File: src/rtl/pwm_display_pkg.sv
// Shared types and constants for the PWM board display scheduler.
// The FSM encoding leaves 2'd3 unused; the scheduler recovers from it to BASE.
package pwm_display_pkg;

  typedef enum logic [1:0] {
    BASE    = 2'd0,
    AVISO_I = 2'd1,
    AVISO_F = 2'd2
  } estado_t;

  localparam logic SEL_CORRIENTE  = 1'b0;
  localparam logic SEL_FRECUENCIA = 1'b1;

  function automatic logic sel_de_estado(input estado_t st, input logic base);
    logic sel;
    case (st)
      AVISO_I: sel = SEL_CORRIENTE;
      AVISO_F: sel = SEL_FRECUENCIA;
      default: sel = base;
    endcase
    return sel;
  endfunction

endpackage

File: src/rtl/planificador_display_antirrebote.sv
// Pushbutton conditioning: 2-flop synchronizer, debounce counter and press pulse.
// o_pulso is combinational so the press reaches the scheduler on the same edge it is accepted.
module antirrebote #(
  parameter int DEBOUNCE_CYCLES = 500000
) (
  input  logic clk,
  input  logic rst,
  input  logic i_boton,
  output logic o_pulso
);

  localparam int CW = $clog2(DEBOUNCE_CYCLES + 1);
  localparam logic [CW-1:0] CNT_LIM  = CW'(DEBOUNCE_CYCLES - 1);
  localparam logic [CW-1:0] CNT_ZERO = CW'(0);
  localparam logic [CW-1:0] CNT_ONE  = CW'(1);

  logic          r_sync1;
  logic          r_sync2;
  logic          r_acc;
  logic [CW-1:0] r_cnt;
  logic          w_dif;
  logic          w_fin;

  // Acceptance decode and rising-edge pulse
  always_comb begin
    w_dif   = r_sync2 ^ r_acc;
    w_fin   = w_dif && (r_cnt == CNT_LIM);
    o_pulso = w_fin && r_sync2;
  end

  // Synchronizer, stability counter and accepted level
  always_ff @(posedge clk or posedge rst) begin
    if (rst) begin
      r_sync1 <= 1'b0;
      r_sync2 <= 1'b0;
      r_acc   <= 1'b0;
      r_cnt   <= CNT_ZERO;
    end else begin
      r_sync1 <= i_boton;
      r_sync2 <= r_sync1;
      if (!w_dif) begin
        r_cnt <= CNT_ZERO;
      end else if (w_fin) begin
        r_acc <= r_sync2;
        r_cnt <= CNT_ZERO;
      end else begin
        r_cnt <= r_cnt + CNT_ONE;
      end
    end
  end

endmodule

File: src/rtl/planificador_display.sv
// Display scheduler: base view chosen by button or auto-rotation, with timed
// notifications whenever the current or frequency setpoint changes.
module planificador_display
  import pwm_display_pkg::*;
#(
  parameter int DEBOUNCE_CYCLES = 500000,
  parameter int HOLD_CYCLES     = 150000000,
  parameter int ROTATE_CYCLES   = 250000000
) (
  input  logic       clk,
  input  logic       rst,
  input  logic       boton_sel,
  input  logic       auto_en,
  input  logic [4:0] Corriente,
  input  logic [2:0] Frecuencia,
  output logic       selector_F_I,
  output logic       aviso,
  output logic [1:0] estado
);

  localparam int HW = $clog2(HOLD_CYCLES + 1);
  localparam int RW = $clog2(ROTATE_CYCLES + 1);
  localparam logic [HW-1:0] HOLD_LIM = HW'(HOLD_CYCLES - 1);
  localparam logic [HW-1:0] HOLD_Z   = HW'(0);
  localparam logic [HW-1:0] HOLD_1   = HW'(1);
  localparam logic [RW-1:0] ROT_LIM  = RW'(ROTATE_CYCLES - 1);
  localparam logic [RW-1:0] ROT_Z    = RW'(0);
  localparam logic [RW-1:0] ROT_1    = RW'(1);

  estado_t       r_estado, w_estado;
  logic          r_base_sel, w_base_sel;
  logic          r_pend_i, w_pend_i;
  logic          r_pend_f, w_pend_f;
  logic [HW-1:0] r_hold, w_hold;
  logic [RW-1:0] r_rot, w_rot;
  logic          r_primer;
  logic [4:0]    r_prev_i;
  logic [2:0]    r_prev_f;
  logic          r_sel;
  logic          r_aviso;
  logic          w_pulso;
  logic          w_cambio_i;
  logic          w_cambio_f;

  antirrebote #(.DEBOUNCE_CYCLES(DEBOUNCE_CYCLES)) u_antirrebote (
    .clk    (clk),
    .rst    (rst),
    .i_boton(boton_sel),
    .o_pulso(w_pulso)
  );

  assign w_cambio_i   = ~r_primer & (Corriente != r_prev_i);
  assign w_cambio_f   = ~r_primer & (Frecuencia != r_prev_f);
  assign selector_F_I = r_sel;
  assign aviso        = r_aviso;
  assign estado       = r_estado;

  // Next-state: button press overrides everything, then per-state notification handling
  always_comb begin
    w_estado   = r_estado;
    w_base_sel = r_base_sel;
    w_pend_i   = r_pend_i;
    w_pend_f   = r_pend_f;
    w_hold     = r_hold;
    w_rot      = r_rot;
    if (w_pulso) begin
      w_base_sel = ~r_base_sel;
      w_estado   = BASE;
      w_pend_i   = 1'b0;
      w_pend_f   = 1'b0;
      w_hold     = HOLD_Z;
      w_rot      = ROT_Z;
    end else begin
      case (r_estado)
        BASE: begin
          if (w_cambio_i) begin
            w_estado = AVISO_I;
            w_hold   = HOLD_Z;
            w_pend_f = r_pend_f | w_cambio_f;
          end else if (w_cambio_f) begin
            w_estado = AVISO_F;
            w_hold   = HOLD_Z;
          end else if (auto_en) begin
            if (r_rot == ROT_LIM) begin
              w_base_sel = ~r_base_sel;
              w_rot      = ROT_Z;
            end else begin
              w_rot = r_rot + ROT_1;
            end
          end else begin
            w_rot = ROT_Z;
          end
        end
        AVISO_I: begin
          w_pend_f = r_pend_f | w_cambio_f;
          if (w_cambio_i) begin
            w_hold = HOLD_Z;
          end else if (r_hold == HOLD_LIM) begin
            w_hold = HOLD_Z;
            if (r_pend_f || w_cambio_f) begin
              w_pend_f = 1'b0;
              w_estado = AVISO_F;
            end else begin
              w_estado = BASE;
              w_rot    = ROT_Z;
            end
          end else begin
            w_hold = r_hold + HOLD_1;
          end
        end
        AVISO_F: begin
          w_pend_i = r_pend_i | w_cambio_i;
          if (w_cambio_f) begin
            w_hold = HOLD_Z;
          end else if (r_hold == HOLD_LIM) begin
            w_hold = HOLD_Z;
            if (r_pend_i || w_cambio_i) begin
              w_pend_i = 1'b0;
              w_estado = AVISO_I;
            end else begin
              w_estado = BASE;
              w_rot    = ROT_Z;
            end
          end else begin
            w_hold = r_hold + HOLD_1;
          end
        end
        default: begin
          w_estado = BASE;
          w_pend_i = 1'b0;
          w_pend_f = 1'b0;
          w_hold   = HOLD_Z;
          w_rot    = ROT_Z;
        end
      endcase
    end
  end

  // State, counters, change-detection history and registered outputs
  always_ff @(posedge clk or posedge rst) begin
    if (rst) begin
      r_estado   <= BASE;
      r_base_sel <= SEL_CORRIENTE;
      r_pend_i   <= 1'b0;
      r_pend_f   <= 1'b0;
      r_hold     <= HOLD_Z;
      r_rot      <= ROT_Z;
      r_primer   <= 1'b1;
      r_prev_i   <= 5'd0;
      r_prev_f   <= 3'd0;
      r_sel      <= SEL_CORRIENTE;
      r_aviso    <= 1'b0;
    end else begin
      r_estado   <= w_estado;
      r_base_sel <= w_base_sel;
      r_pend_i   <= w_pend_i;
      r_pend_f   <= w_pend_f;
      r_hold     <= w_hold;
      r_rot      <= w_rot;
      r_primer   <= 1'b0;
      r_prev_i   <= Corriente;
      r_prev_f   <= Frecuencia;
      r_sel      <= sel_de_estado(w_estado, w_base_sel);
      r_aviso    <= (w_estado != BASE);
    end
  end

endmodule
File: config.mk
export PLATFORM = sky130hd
export DESIGN_NAME = planificador_display
export DESIGN_NICKNAME = d
export VERILOG_FILES = /design/src/rtl/pwm_display_pkg.sv /design/src/rtl/planificador_display_antirrebote.sv /design/src/rtl/planificador_display.sv
export SDC_FILE = /design/constraint.sdc
export NUM_CORES = 1
export LEC_CHECK = 0
export ABC_AREA = 1
export CORE_ASPECT_RATIO = 1.5
export CORE_MARGIN = 8
export CORE_UTILIZATION = 61
export CTS_BUF_LIST = sky130_fd_sc_hd__clkbuf_4 sky130_fd_sc_hd__clkbuf_8
export DETAILED_ROUTE_END_ITERATION = 10
export PLACE_DENSITY = 0.87
export SYNTH_ARGS = -nofsm -noshare
export SYNTH_HDL_FRONTEND = slang
export SYNTH_SLANG_ARGS = --single-unit
File: constraint.sdc
create_clock -name clk -period 3.8 [get_ports clk]
set_input_delay 0.57 -clock clk [delete_from_list [all_inputs] [get_ports clk]]
set_output_delay 0.57 -clock clk [all_outputs]
set_load 0.05 [all_outputs]
* Yosys cells after proc, flatten, opt, wreduce, memory -nomap -nowiden *
Cells that the tools add are included.

operators by class
  add/subtract/negate cells = 3
  equality and inequality tests = 21
  reduce and logical (&&, ||, !) cells = 10
  muxes and demuxes = 49
  bitwise logic cells = 7

operators by type and width
  operator                                                                count
  28-bit 2-to-1 mux                                                       17
  28-bit one-hot mux with 3 select lines                                  2
  28-bit by 1-bit adder with 28-bit output (second input constant)        2
  28-bit equality test (second input constant)                            2
  19-bit 2-to-1 mux                                                       2
  3-bit by 2-bit != test with 1-bit output (second input constant)        9
  19-bit by 1-bit adder with 19-bit output (second input constant)        1
  19-bit equality test (second input constant)                            1
  1-bit 2-to-1 mux                                                        16
  2-bit 2-to-1 mux                                                        8
  8-bit AND reduction                                                     1
  2-bit one-hot mux with 3 select lines                                   1
  5-bit != test                                                           1
  2-bit by 1-bit equality test with 1-bit output (second input constant)  2
  2-bit equality test (second input constant)                             2
  2-bit by 1-bit != test with 1-bit output (second input constant)        2
  4-bit by 3-bit != test with 1-bit output (second input constant)        1
  1-bit one-hot mux with 2 select lines                                   2
  2-bit AND reduction                                                     2
  3-bit != test                                                           1
  1-bit one-hot mux with 3 select lines                                   1
  1-bit AND                                                               2
  1-bit logical AND                                                       2
  2-bit logical NOT                                                       1
  6 further kinds                                                         9

word-level totals
  input bits = 12
  bits in registers = 94
  output and inout port bits = 4

* Logic depth before layout (Yosys ltp) *
Gate-level depths: netlist of run 1.

  depth in word-level cells = 10
  depth in mapped cells = 17

* By module *
From an unflattened synthesis of run 1, not the netlist that was laid out.

unflattened totals
  cell total of the unflattened synthesis = 977
  area total of the unflattened synthesis = 6566.3 µm²

by module, submodules not included
  module                sequential area each (µm²)  area each (µm²)  cells each  instances
  planificador_display  1803.0                      5326.4           806         1
  antirrebote           550.5                       1239.9           171         1

* Least setup slack after synthesis of run 1 *
No wires, ideal clock.

  kind = flip-flop to flip-flop
  start = reg r_estado[0], in the netlist estado[0]
  end = reg r_rot[11]
  path slack = 1663 ps
  arrival = 2014 ps
  stages on the path, launching flop included = 13
  required time = 3677 ps
  path through = dfrtp_1 > inv_1 > ha_1 > inv_1 > nand2_1 > nand2_1 > nand2_1 > nand2_1 > nand2_2 > buf_6 > clkbuf_2 > o21ai_0 > nand2_1

on the way
  word-level cells in the longest chain between the ends = 3

ends and longest elaborated chain
  what                                                                                                                 RTL line                     text
  start, declared                                                                                                      planificador_display.sv:30   estado_t r_estado, w_estado;
  start signal, assigned                                                                                               planificador_display.sv:154  r_estado <= w_estado;
  2-bit equality test, or another cell as far along                                                                    planificador_display.sv:74   case (r_estado)
  3-bit by 2-bit != test with 1-bit output (no source line) or 28-bit one-hot mux with 3 select lines (tied branches)  --
  8-bit AND reduction (no source line) or 28-bit 2-to-1 mux (tied branches)                                            --
  end signal, assigned                                                                                                 planificador_display.sv:159  r_rot <= w_rot;
  end, declared                                                                                                        planificador_display.sv:35   logic [RW-1:0] r_rot, w_rot;

Several ways; a longest one is shown, not always the timed one.
A chain may end at the register's enable or synchronous reset.

* Worst setup path in the final report of run 1 *
  start = in Corriente[1]
  end = reg r_rot[6]

on the way
  word-level cells in the longest chain between the ends = 5

ends and longest elaborated chain
  what                                                       RTL line                     text
  start, declared                                            planificador_display.sv:14   input logic [4:0] Corriente,
  5-bit != test *                                            planificador_display.sv:52   assign w_cambio_i = ~r_primer & (Corriente != r_prev_i);
  1-bit AND *                                                planificador_display.sv:52
  1-bit logical OR                                           planificador_display.sv:117  if (r_pend_i || w_cambio_i) begin
  3-bit by 2-bit != test with 1-bit output (no source line)  --
  8-bit AND reduction (no source line) *                     --

Every way passes the cells marked *; elsewhere a longest branch is shown, timed or not.

==> summary.txt, run 1 <==
Outcome: finished clean
Worst path most repeated cell: nand2_1
Post-synthesis sequential area ratio: 0.368
Relative slew margins: 0.483
RSZ-0062 raised after global routing: false
Initial antenna violation count: 0
Final GP Congestion: 0.996
Hold Path Origin: u_antirrebote.r_sync1
Setup violators final: 0
Global-route usage over all layers: 0.235
Nets: 1,019
CP bufs+invs: 3
R2R setup slack: 1.23 ns
# clock sinks: 94
# resized after CTS: 0
Worst r2r dst: r_rot[6]
Total placed cells including tap cells: 1,131
Critical path class: primary input to flip-flop
Die height: 141 um
Syn_nets: 1,007
Filler cells: 961
Share of cells above drive strength 1: 0.0449
Post-Syn Area: 6400 um^2
Non-Filler Instances: 1,147
Routed WL: 15,900 um
Met3 usage: 0.0378
GR Util met1: 0.248
First-pass GRT wire length: 26,800 um
Slowest stage cell on the critical path: clkdlybuf4s50_1
TNS Setup: 0 ns
Hold Path Class: flip-flop to flip-flop
Area Overhead vs Synth: 6.37%
Slew @ Worst Pin: 0.776 ns
LEAKAGE: 3.31 nW
Root Buffer: clkbuf_8
Critical path origin: Corriente[1]
Routed length per placed instance: 13.8 um
Reg2Reg Depth: 9
Reg area: 2350 um^2
Fin. Hold Viols: 0
H-tree Lvls: 3
Drt pass-1 iters: 6
Core Area: 10,400 um^2
Number of I/O port buffers: 15
TritonCTS Buffers: 9
PD cells: 393 nW/um^2
DIE AREA: 14,100 um^2
Vias in the first global route: 5,998
Row cnt: 46
Clock Path Buffers: 2
Worst Path Max Fanout: 29
Endpoint, Worst Hold: u_antirrebote.r_sync2
Cell family with most CP delay: simple AND/OR/NAND/NOR gates
Initial core utilization: 0.614
Tmin final: 2.60 ns
Hold_buf cts: 0
Reg clk slew, reported paths: 0.09 ns
Achievable clock frequency: 384 MHz
CP peak stage delay: 0.50 ns
Most Crowded Layer GR: met2
Ant diodes: 0
Dpl ws: 0.789 ns
Post-route DRC: 0
Die W: 99.6 um
Clock latency on the worst-skew pair: 0.39 ns
Syn_area_per_cell: 6.49 um^2
Required @ worst endpoint: 4.13 ns
Post-route ant nets: 0
Multi-input gate area: 3340 um^2
Hold slack: 0.360 ns
Final Power: 2.67 mW
Clk_skew: 0.0157 ns
Max-cap violations: 0
Worst path cell trace: clkdlybuf4s50_1 -> inv_1 -> nand2_1 -> nand2_1 -> nor2_1 -> nand3_1 -> nand2_1 -> inv_1 -> nand3_2 -> nand2_2 -> nor2_8 -> nand2_1 -> nand2_1
Congestion Overflow GR: 0
#FFs+latches synth: 94
Reg-to-reg startpoint: estado[0]
Final Slew Violations: 0
CTS tree: built
GRT met2 Usage: 0.433
Startpoint Class: primary input
Synth warnings: 0
VDD IR max: 0.000331 V
Unique masters post-synth: 39
Critical path arrival: 2.93 ns
Final period util: 0.685
HPWL after DPL: 12,000 um
Initial DRC Count: 465
Synth Instances: 986
Largest net degree at the start of global routing: 65
Via/cell ratio: 5.46
CP Capture Type: flip-flop
I/O pin count: 16
DR vias: 6,267
Setup ws final: 1.20 ns
Post-CTS Setup Inserts: 0
Worst Hold Depth: 0
[through the flow]
| step | cell area (um^2) | utilization |
|---|---|---|
| 5_1_grt | 6810 | 0.654 |
| 4_1_cts | 6810 | 0.654 |
| 6_report | 6810 | 0.654 |
| 2_1_floorplan | 6400 | - |
| 3_3_place_gp | 6620 | 0.636 |
| 3_5_place_dp | 6620 | 0.636 |
[state kept, by name, indices dropped and copies added (netlist names)]
register	flops
u_antirrebote.r_sync2	1
u_antirrebote.r_acc	1
aviso	1
r_rot	28
u_antirrebote.r_sync1	1
r_pend_f	1
r_base_sel	1
r_primer	1
u_antirrebote.r_cnt	19
r_hold	28
r_prev_f	3
selector_F_I	1
r_prev_i	5
estado	2
r_pend_i	1
[how the worst max path moves through the flow]
| stage | to | slack [ns] | depth (start not counted) |
|---|---|---|---|
| 2_1_floorplan | aviso | 0.78 | 1 |
| 3_3_place_gp | r_rot[6] | 0.84 | 13 |
| 3_5_place_dp | r_rot[3] | 0.79 | 12 |
| 4_1_cts | r_rot[3] | 1.19 | 12 |
| 5_1_grt | r_rot[6] | 0.94 | 13 |
| 6_report | r_rot[6] | 1.20 | 13 |
[synth_stat cells]
cell      number  share of area
nand2_1      302           0.18
nor2_1       147          0.086
inv_1        146          0.086
dfrtp_1       93           0.36
nand3_1       67          0.052
o21ai_0       50          0.039
nor3_1        36          0.028
nand4_1       33          0.032
a21oi_1       20          0.016
xor2_1        11          0.015
ha_1           9          0.018
xnor2_1        7         0.0096
buf_6          6          0.011
nand2_2        5         0.0049
nor2_2         5         0.0049
o21ai_1        5         0.0039
buf_2          4         0.0031
nand3b_1       4         0.0047
or2_2          4         0.0039
clkbuf_1       3         0.0018
nor3b_1        3         0.0035
a31oi_1        2         0.0020
buf_4          2         0.0023
buf_8          2         0.0047
clkbuf_2       2         0.0016
nand3_2        2         0.0031
nor4_1         2         0.0020
o21bai_1       2         0.0023
o22ai_1        2         0.0020
and3_1         1        0.00098
buf_1          1        0.00059
conb_1         1        0.00059
dfstp_2        1         0.0041
inv_2          1        0.00059
nand2_4        1         0.0018
nor2_4         1         0.0018
nor2_8         1         0.0031
o211ai_2       1         0.0020
o21a_1         1         0.0012
[where the power goes]
group          total [mW]  internal, mW  switching [mW]
Combinational       0.932         0.229           0.703
Clock               0.651         0.270           0.381
Sequential           1.09          1.05          0.0381
Total                2.67          1.55            1.12
[worst register-to-register path: cells and delay by family, from the launching register on]
kind,cells,cell delay [ns]
flip-flops,1,0.44
buffers and inverters,2,0.48
AND/OR/NAND/NOR,6,1.27
adder cells (fa/ha/maj),1,0.33
[cells by family (layout without fill, tap and decap cells)]
group,count (synthesis),count (layout),synth area share
AND/OR/NAND/NOR,614,614,0.411
flip-flops,94,94,0.368
buffers and inverters,167,184,0.111
XOR/XNOR,18,18,0.0246
other,1,1,0.000586
AO/OA/AOI/OAI,83,83,0.0680
adder cells (fa/ha/maj),9,9,0.0176
[layout make-up]
| cell class | instances | area share |
|---|---|---|
| inverter | 147 | 0.0814 |
| timing repair buffer | 21 | 0.0287 |
| sequential | 94 | 0.346 |
| tap | 144 | 0.0265 |
| clock buffer | 11 | 0.0213 |
| clock inverter | 5 | 0.00625 |
| multi-input combinational | 725 | 0.490 |
[placed cells by master, fill, tap and decap left out, types with 2 or more instances in the layout]
master	Yosys	layout
nand2_1	302	302
nor2_1	147	147
inv_1	146	145
dfrtp_1	93	93
nand3_1	67	67
o21ai_0	50	50
nor3_1	36	36
nand4_1	33	33
a21oi_1	20	20
clkdlybuf4s50_1	0	15
xor2_1	11	11
clkbuf_8	0	10
ha_1	9	9
xnor2_1	7	7
buf_4	2	6
nand2_2	5	5
nor2_2	5	5
o21ai_1	5	5
or2_2	4	4
nand3b_1	4	4
nor3b_1	3	3
clkinvlp_4	0	3
nand3_2	2	2
o21bai_1	2	2
nor4_1	2	2
o22ai_1	2	2
a31oi_1	2	2
[layer usage]
layer  up-vias  wire, um
met2       150      8510
met4         0       754
met1      2938      6080
met5         -         0
met3        59       535
li1       3120         -
Note: power is estimated with default switching activity, not from simulation.
==> run 2, diff against run 1 <==
clock period = 2.6 ns   (was 3.8 ns; I/O delays follow)
==> summary.txt, run 2 (synthesis gave the netlist of run 1 again) <==
Nets: 1,036
Final core occ: 0.671
Clock Path Buffers: 2
Gate power share: 0.376
RSZ-0062 raised after global routing: false
Required @ worst endpoint: 2.85 ns
Die W: 99.6 um
Routed WL: 16,400 um
TritonCTS Buffers: 9
Row cnt: 46
Clock latency on the worst-skew pair: 0.38 ns
Most common cell after layout, fill and taps aside: nand2_1
Non-Filler Instances: 1,164
Tmin final: 2.34 ns
Ant diodes: 0
Final Slew Violations: 0
Met3 usage: 0.0368
Post-route ant nets: 0
# clock sinks: 94
Number of I/O port buffers: 15
Clk network pwr share: 0.235
Final Power: 4.10 mW
Initial DRC Count: 486
Post-route DRC: 0
H-tree Lvls: 3
Worst Path Max Fanout: 16
Fin. Hold Viols: 0
I/O pin count: 16
Largest net degree at the start of global routing: 44
HPWL after DPL: 12,600 um
CP Capture Type: flip-flop
GRT met2 Usage: 0.437
LEAKAGE: 3.41 nW
Critical path arrival: 2.60 ns
Slew @ Worst Pin: 0.631 ns
Sequential Power Share: 0.389
Hold Path Class: flip-flop to flip-flop
P_int: 2.41 mW
Relative slew margins: 0.579
Routed length per placed instance: 14.1 um
Total placed cells including tap cells: 1,148
Core Area: 10,400 um^2
Achievable clock frequency: 427 MHz
VDD IR max: 0.000404 V
GR Util met1: 0.260
PD cells: 587 nW/um^2
Initial antenna violation count: 0
Reg2Reg Depth: 11
Setup violators final: 0
Leading registers by flop count: r_hold (28), r_rot (28), u_antirrebote.r_cnt (19)
Initial core utilization: 0.614
Via/cell ratio: 5.38
Root Buffer: clkbuf_8
Filler cells: 929
Most frequent cells in the layout: nand2_1 (302), nor2_1 (146), inv_1 (145)
Critical path class: flip-flop to flip-flop
Share of cells above drive strength 1: 0.0627
Hold_buf cts: 0
Area Overhead vs Synth: 9.21%
Outcome: finished clean
Die height: 141 um
Max-cap violations: 0
Worst Hold Depth: 0
Final GP Congestion: 0.955
DIE AREA: 14,100 um^2
Reg clk slew, reported paths: 0.10 ns
Switch Pwr: 1.69 mW
Congestion Overflow GR: 0
Hold slack: 0.356 ns
Drt pass-1 iters: 6
Vias in the first global route: 6,126
Most Crowded Layer GR: met2
Clk_skew: 0.0172 ns
First-pass GRT wire length: 27,600 um
DR vias: 6,263
Global-route usage over all layers: 0.243
Final period util: 0.900
CTS tree: built
Startpoint Class: flip-flop
Switching share of power: 0.412
## run 2: critical path, stage by stage (launching register included)
cell and delay (ns):
dfrtp_1 0.39, ha_1 0.23, nand2_2 0.09, nor2_4 0.14
nand2_2 0.07, nor2_2 0.09, nand3_2 0.27, o211ai_2 0.17
nand2_2 0.24, buf_4 0.28, o21ai_0 0.19, nand2_1 0.07
## run 2: metrics by stage
stage	area (um^2)	setup TNS, ns	setup WS [ns]
detailed placement	6790	-0.309	-0.0739
global route	6990	0	0.0368
floorplan	6400	0	0.463
finish	6990	0	0.259
global placement	6790	0	0.0876
CTS	6970	0	0.185
## run 2: routing by layer
layer / up-vias / part of all wire
li1: 3169 / -
met1: 2881 / 0.40
met2: 161 / 0.52
met3: 52 / 0.032
met4: 0 / 0.047
met5: - / 0
## run 2: cell type report
cell class                      instances  area, um^2  share of cell area
Tap cell                              144         180              0.0258
Clock buffer                           11         145              0.0208
Clock inverter                          5        41.3             0.00591
Sequential cell                        94        2350               0.337
Inverter                              147         556              0.0795
Multi-Input combinational cell        725        3350               0.480
Timing Repair Buffer                   38         360              0.0515
## run 2: repair_timing
item                                    4_1_cts  5_1_grt
setup buffers                                 0        0
resized for setup                             0        4
hold endpoints to repair                      0        0
endpoints found under the setup margin        0        3
## run 2: path summary, 6_finish.rpt
check / start / to / slack, ns
max in group asynchronous: rst / r_rot[24] / 1.52
worst min register to register: u_antirrebote.r_sync1 / u_antirrebote.r_sync2 / 0.36
worst min-delay path: u_antirrebote.r_sync1 / u_antirrebote.r_sync2 / 0.36
min in group asynchronous: rst / u_antirrebote.r_cnt[17] / 0.43
worst max register to register: u_antirrebote.r_cnt[0] / r_rot[12] / 0.26
worst max-delay path: u_antirrebote.r_cnt[0] / r_rot[12] / 0.26
## run 2: power groups by stage
stage | registers, mW | clock network (mW) | logic, mW
after floorplan | 1.71 | 0 | 1.05
after global placement | 1.62 | 0 | 1.48
after CTS | 1.60 | 0.980 | 1.52
after detailed placement | 1.63 | 0 | 1.52
after global routing | 1.61 | 1.03 | 1.70
final | 1.60 | 0.963 | 1.54
